===== src/rtl/pc_gen_stage_pkg.sv =====
// pc_gen_stage_pkg: shared constants and types for the pre-IF PC generator.
// The vector constants are also consumed by the CP0 logic.
package pc_gen_stage_pkg;

    // Boot ROM reset vector and general exception vector.
    localparam logic [31:0] RESET_PC_DEFAULT = 32'hBFC0_0000;
    localparam logic [31:0] EXC_VEC_RESET    = 32'hBFC0_0000;
    localparam logic [31:0] EXC_VEC_GENERAL  = 32'hBFC0_0380;

    // SEQ: sequential fetch. PEND: taken target buffered, delay slot not yet issued.
    typedef enum logic {
        ST_SEQ  = 1'b0,
        ST_PEND = 1'b1
    } pc_state_e;

    // Next sequential instruction address, 32-bit wrap-around.
    function automatic logic [31:0] pc_plus4(input logic [31:0] pc);
        return pc + 32'd4;
    endfunction

endpackage


===== src/rtl/pc_gen_stage.sv =====
// pc_gen_stage: pre-IF stage. Owns the next-fetch PC, offers it to fetch over
// a valid/ready handshake and applies redirects in priority order
// exception > ERET > branch/jump > sequential, honouring the MIPS delay slot.
// Optional macro PC_ISSUE_CNT_EN enables the issued-PC counter on issue_cnt_o;
// without it issue_cnt_o is tied to zero.
module pc_gen_stage
    import pc_gen_stage_pkg::*;
#(
    parameter logic [31:0] RESET_PC = RESET_PC_DEFAULT
) (
    input  logic        clk,
    input  logic        resetn,
    output logic        valid_o,
    output logic [31:0] pc_o,
    input  logic        ready_i,
    input  logic        br_fire_i,
    input  logic [31:0] br_pc_i,
    input  logic [31:0] br_target_i,
    input  logic        exc_i,
    input  logic [31:0] exc_target_i,
    input  logic        eret_i,
    input  logic [31:0] epc_i,
    output logic        squash_o,
    output logic [31:0] issue_cnt_o
);

    pc_state_e   state;
    logic [31:0] pend_target;
    logic        issue;
    logic [31:0] ds;
    logic [31:0] ds4;

    assign issue = valid_o & ready_i;
    // Delay-slot PC of the resolving branch, and the first PC after it.
    assign ds    = br_pc_i + 32'd4;
    assign ds4   = br_pc_i + 32'd8;

    // Redirect mux and SEQ/PEND state machine; pc_o only moves on issue or redirect.
    always_ff @(posedge clk) begin
        if (!resetn) begin
            valid_o     <= 1'b0;
            pc_o        <= RESET_PC;
            squash_o    <= 1'b0;
            state       <= ST_SEQ;
            pend_target <= 32'd0;
        end else begin
            valid_o  <= 1'b1;
            squash_o <= 1'b0;
            if (exc_i) begin
                pc_o  <= exc_target_i;
                state <= ST_SEQ;
            end else if (eret_i) begin
                pc_o  <= epc_i;
                state <= ST_SEQ;
            end else if (br_fire_i && state == ST_SEQ) begin
                if (pc_o == ds) begin
                    // Delay slot is the PC currently offered: target must wait for it.
                    if (issue) begin
                        pc_o <= br_target_i;
                    end else begin
                        pend_target <= br_target_i;
                        state       <= ST_PEND;
                    end
                end else if (pc_o == ds4) begin
                    pc_o <= br_target_i;
                end else begin
                    // PCs beyond the delay slot already left; downstream must kill them.
                    pc_o     <= br_target_i;
                    squash_o <= 1'b1;
                end
            end else if (state == ST_PEND) begin
                if (issue) begin
                    pc_o  <= pend_target;
                    state <= ST_SEQ;
                end
            end else if (issue) begin
                pc_o <= pc_plus4(pc_o);
            end
        end
    end

`ifdef PC_ISSUE_CNT_EN
    logic [31:0] issue_cnt;

    // Free-running count of issued PCs, wraps naturally, cleared only by reset.
    always_ff @(posedge clk) begin
        if (!resetn) begin
            issue_cnt <= 32'd0;
        end else if (issue) begin
            issue_cnt <= issue_cnt + 32'd1;
        end
    end

    assign issue_cnt_o = issue_cnt;
`else
    assign issue_cnt_o = 32'd0;
`endif

endmodule


===== config.mk =====
export PLATFORM = sky130hd
export DESIGN_NAME = pc_gen_stage
export DESIGN_NICKNAME = d
export VERILOG_FILES = /design/src/rtl/pc_gen_stage_pkg.sv /design/src/rtl/pc_gen_stage.sv
export SDC_FILE = /design/constraint.sdc
export NUM_CORES = 1
export LEC_CHECK = 0
export BUFFER_PORTS_ARGS = -buffer_cell sky130_fd_sc_hd__buf_2
export CAP_MARGIN = 40
export CORE_MARGIN = 2
export CORE_UTILIZATION = 53
export DETAILED_ROUTE_END_ITERATION = 8
export PLACE_DENSITY = 0.83
export SKIP_LAST_GASP = 1
export SYNTH_ARGS = -nofsm -noshare
export SYNTH_HDL_FRONTEND = slang
export SYNTH_SLANG_ARGS = --single-unit

===== constraint.sdc =====
create_clock -name clk -period 3.9 [get_ports clk]
set_input_delay 0.39 -clock clk [delete_from_list [all_inputs] [get_ports clk]]
set_output_delay 0.39 -clock clk [all_outputs]
set_load 0.02 [all_outputs]

## Word level (Yosys, flattened, before mapping)

Index checks and enable logic that the tools add are counted.

| cells by class | value |
|---|---|
| add/subtract/negate cells | 3 |
| reduce and logical (&&, ||, !) cells | 7 |
| equality and inequality tests | 5 |
| muxes and demuxes | 15 |
| bitwise gates (word level) | 7 |

Operators with widths:

| cell | count |
|---|---|
| $mux W32 | 8 |
| $add A32 B3 Y32 const B | 2 |
| $eq A32 B32 Y1 | 2 |
| $add A32 B4 Y32 const B | 1 |
| $mux W1 | 7 |
| $not A1 Y1 | 6 |
| $reduce_and A5 Y1 | 1 |
| $reduce_or A5 Y1 | 1 |
| $ne A4 B4 Y1 const B | 1 |
| $reduce_and A2 Y1 | 2 |
| $reduce_bool A4 Y1 | 1 |
| $reduce_or A3 Y1 | 1 |
| $ne A2 B1 Y1 const B | 1 |
| $ne A2 B2 Y1 const B | 1 |
| $and A1 B1 Y1 | 1 |
| $logic_and A1 B1 Y1 | 1 |

| word-level totals | value |
|---|---|
| input bits | 134 |
| output and inout port bits | 66 |
| logic and storage cells | 42 |
| register bits after elaboration | 67 |

## Logic depth before layout (Yosys ltp)

| logic depth | value |
|---|---|
| depth in word-level cells | 6 |
| mapped depth | 12 |

## Least setup slack after synthesis

OpenSTA, ideal clock, no wires.

| timing path | value |
|---|---|
| path type | input -> register |
| from | input br_pc_i[2] |
| to | register pc_o[24] |
| setup time | 0.072 ns |
| stages on the path | 11 |
| setup slack | 0.941 ns |
| data required time | 3.828 ns |
| data arrival time | 2.887 ns |
| buffers on the path | 3 |
| cell sequence | ha_1 > nand2_1 > or4_1 > clkbuf_1 > o41ai_2 > o2111ai_4 > nor4_4 > or2_1 > buf_4 > buf_6 > mux2i_1 |

| between the ends | value |
|---|---|
| longest elaborated chain between the ends | 6 |
| elaborated cells between the ends (all ways) | 8 |

RTL lines:

| what | line | text |
|---|---|---|
| start, declared | pc_gen_stage.sv:17 | `input logic [31:0] br_pc_i,` |
| $add A32 B3 Y32 (*) | pc_gen_stage.sv:35 | `assign ds = br_pc_i + 32'd4;` |
| $eq A32 B32 Y1 (*) | pc_gen_stage.sv:56 | `if (pc_o == ds) begin` |
| $mux W32 | pc_gen_stage.sv:56 |  |
| $mux W32 | pc_gen_stage.sv:55 | `end else if (br_fire_i && state == ST_SEQ) begin` |
| $mux W32 | pc_gen_stage.sv:52 | `end else if (eret_i) begin` |
| $mux W32 | pc_gen_stage.sv:49 | `if (exc_i) begin` |
| end signal, assigned | pc_gen_stage.sv:50 | `pc_o <= exc_target_i;` |
| end signal, assigned | pc_gen_stage.sv:53 | `pc_o <= epc_i;` |
| end signal, assigned | pc_gen_stage.sv:59 | `pc_o <= br_target_i;` |
| end, declared | pc_gen_stage.sv:14 | `output logic [31:0] pc_o,` |

Every way passes the cells marked *; elsewhere a longest branch is shown, timed or not.
A chain may end at the register's enable or synchronous reset.

## Worst setup path in the final report

| timing path | value |
|---|---|
| from | input br_pc_i[4] |
| to | register state |

| between the ends | value |
|---|---|
| longest elaborated chain between the ends | 4 |

RTL lines:

| what | line | text |
|---|---|---|
| $add A32 B3 Y32 | pc_gen_stage.sv:35 |  |
| $eq A32 B32 Y1 | pc_gen_stage.sv:56 |  |
| $ne A2 B1 Y1 (no line) | n/a |  |
| $reduce_and A2 Y1 (no line) | n/a |  |
| end signal, assigned | pc_gen_stage.sv:44 | `state <= ST_SEQ;` |
| end signal, assigned | pc_gen_stage.sv:54 | `state <= ST_SEQ;` |
| end signal, assigned | pc_gen_stage.sv:62 | `state <= ST_PEND;` |
| end, declared | pc_gen_stage.sv:27 | `pc_state_e state;` |

No other way between the ends.

==> flow_summary.toml <==
[outcome]
status = "completed"

[detailed_routing]
drtPass1Iterations = 5
vias = 6952
wire_per_inst_um = 18.1
route.detailed.drc = 0
met2_length_um = 9360
ant_nets = 0
top_layer_used = "met4"
dr_wl_met3_um = 1840
drt-initial-drc-count = 949
vias_per_cell = 6.08
routed_wl_um = 20800
m1WireLength_um = 8800

[setup_path]
crit_arrival_ns = 3.30
cp.buffers_inverters = 2
critPathTopFamily = "simple AND/OR/NAND/NOR gates"
worst_setup_path_end_kind = "register"
path_max_fanout = 24
rr_startpoint = "pc_o[3]$_SDFFE_PN0P_"
cp-startpoint = "br_pc_i[4]"
cp.required_ns = 4.14
slowest_delay_ns = 0.54
crit_path_cell_trace = "buf_2 -> ha_1 -> nand2_1 -> or4_1 -> or3_1 -> a21oi_1 -> o2111ai_4 -> nor4_4 -> buf_4 -> nor2_1 -> nor3_1"
critPathKind = "primary input to register"
cp-start-kind = "primary input"
slowest_stage = "or4_1"

[timing]
slew_headroom_pct = 43.4
finalCriticalPeriod_ns = 3.06
setup-tns-final_ns = 0
setup_viol_count_final = 0
fin_worst_skew_ns = 0.00750
maxSlewViolCount = 0
final_hold_viol_count = 0
period_share_pct = 78.5
tightestPinTransition_ns = 0.848
finalWorstSetupSlack_ns = 0.839
rsz0062_at_grt = "false"
hold_ws_ns = 0.313
fmax_ghz = 0.327

[cts]
cts_tree = "built"
path_clk_slew_ns = 0.06
clk_latency_ns = 0.33
cts_setup_buffers = 0
ctsResizeCount = 0
cts.sinks = 67
cts_hold_buf = 0
numCtsBuffers = 9
cts_root_buf = "clkbuf_16"
htreeDepth = 3
clock_path_buffers = 2

[pwr]
power.density_nw_per_um2 = 295
vdd_drop_max_uv = 223
power.total_mw = 2.16
leakage_nw = 2.93

[min_path]
worstHoldStart = "br_target_i[29]"
hp-class = "primary input to register"

[synthesis]
ys_warn_count = 0
synth_top_area_cell = "dfxtp_1"
yosys-top-cells-area = "dfxtp_1 21%, mux2i_1 9.3%, nand2_1 8.3%"
synth-seq-cells = 67
synthCells = 869
async_reset_ff_share_pct = 0
synthFlopType = "dfxtp_1"
synth-edff-count = 0
avgSynthCellArea_sq_um = 7.30
synth.cells.most_frequent = "140 x nand2_1, 67 x dfxtp_1, 59 x mux2i_1, 52 x xnor2_1, 51 x nor2_1"
synth.distinct_cells = 62
synth.most_common_cell = "nand2_1"
ys_seq_area_share_pct = 21.1
synthesis.area_sq_um = 6350
yosysTopAreaCellShare_pct = 21.1

[global_route]
grt_pass1_wl_um = 32500
antenna_found_initial = 0
track_usage_pct = 31.5
grt_max_degree = 45
grt_pass1_vias = 6314
gr-total-overflow = 0

[die]
die_w_um = 113
core_sq_um = 11600
ios = 200
dieArea_sq_um = 12900
die-height_um = 113
start_util_pct = 54.9
rows = 39

[placed_design]
place_congestion = 1.02
pre_cts_ws_ns = 0.523
port_buffers = 167
hpwlAfterDp_um = 15700

[final_layout]
drive_above_1_share_pct = 21.6
fin_util_pct = 63.4
nFillCells = 1077
syn2layout_area_growth_pct = 15.5
n_antenna_cell = 0
nets = 1135

[run]
max_cap_viol_count = 0
[path summary, 6_finish.rpt]
kind / to / slack, ns / depth (start not counted)
hold / removal: pend_target[29]$_SDFFE_PN0P_ / 0.31 / 3
hold reg to reg: pend_target[29]$_SDFFE_PN0P_ / 0.45 / 2
setup reg to reg: pc_o[18]$_SDFFE_PN0P_ / 0.86 / 9
setup / recovery: state$_SDFFE_PP0P_ / 0.84 / 11
[worst reg2reg max path, stage by stage (launching register included)]
cell and delay [ns]:
dfxtp_1 0.53, ha_1 0.30, and3_1 0.24, nand4_1 0.40
or3_1 0.49, a21oi_1 0.28, a21oi_1 0.07, o21ai_0 0.18
o221ai_1 0.21, o31ai_1 0.25
[area by class of cell]
cell class                 instances  area [sq um]  share of cell area, %
clock buffer                      10           239                   3.26
inverter                          19          71.3                  0.973
timing repair buffer             181           953                   13.0
tap                              143           179                   2.44
sequential                        67          1340                   18.3
multi-input combinational        719          4520                   61.6
clock inverter                     5          30.0                  0.410
[flip-flops by register name, indices dropped and copies added, names as in the netlist]
| register | count |
|---|---|
| squash_o | 1 |
| pc_o | 32 |
| state | 1 |
| valid_o | 1 |
| pend_target | 32 |
[kinds of logic (layout without fill, tap and decap cells)]
group	after synthesis	count (layout)	synth area share (%)
adder cells (fa/ha/maj)	4	4	0.789
other	1	32	0.0591
AO/OA/AOI/OAI	195	195	20.3
XOR/XNOR	88	88	12.1
AND/OR/NAND/NOR	341	341	26.8
multiplexers	59	59	9.31
buffers and inverters	114	215	9.52
flip-flops	67	67	21.1
[metrics by stage]
step | std cells | cell area [sq um]
3_3_place_gp | 1129 | 7060
3_5_place_dp | 1129 | 7060
5_1_grt | 1144 | 7330
6_report | 1144 | 7330
2_1_floorplan | 900 | 6460
4_1_cts | 1144 | 7330
[report_power, final]
part / internal, mW / switching (mW) / total (mW)
Sequential: 0.715 / 0.0707 / 0.786
Combinational: 0.243 / 0.391 / 0.634
Clock: 0.440 / 0.301 / 0.741
[cells in the final DEF (no fill, tap or decap), types with 4 or more instances in the layout]
master	instances
buf_2	167
nand2_1	140
dfxtp_1	66
mux2i_1	59
xnor2_1	52
nor2_1	51
a21oi_1	47
o21ai_0	39
xor2_1	36
conb_1	32
nor3_1	28
nand4_1	25
o211ai_1	24
nand3_1	22
nor4_1	20
o22ai_1	18
inv_1	17
a211oi_1	17
buf_4	13
a31oi_1	9
clkbuf_16	9
and3_1	8
o31ai_1	8
o41ai_1	7
or3_1	7
nand3b_1	5
and4_1	5
nand2b_1	5
or4_1	4
ha_1	4
[per-layer routing]
metal,global-route usage [%],up-vias
li1,-,3331
met1,43.4,3157
met2,48.9,405
met3,4.84,59
met4,13.7,0
met5,0,-
No activity file was read; power rests on OpenSTA's default activity.
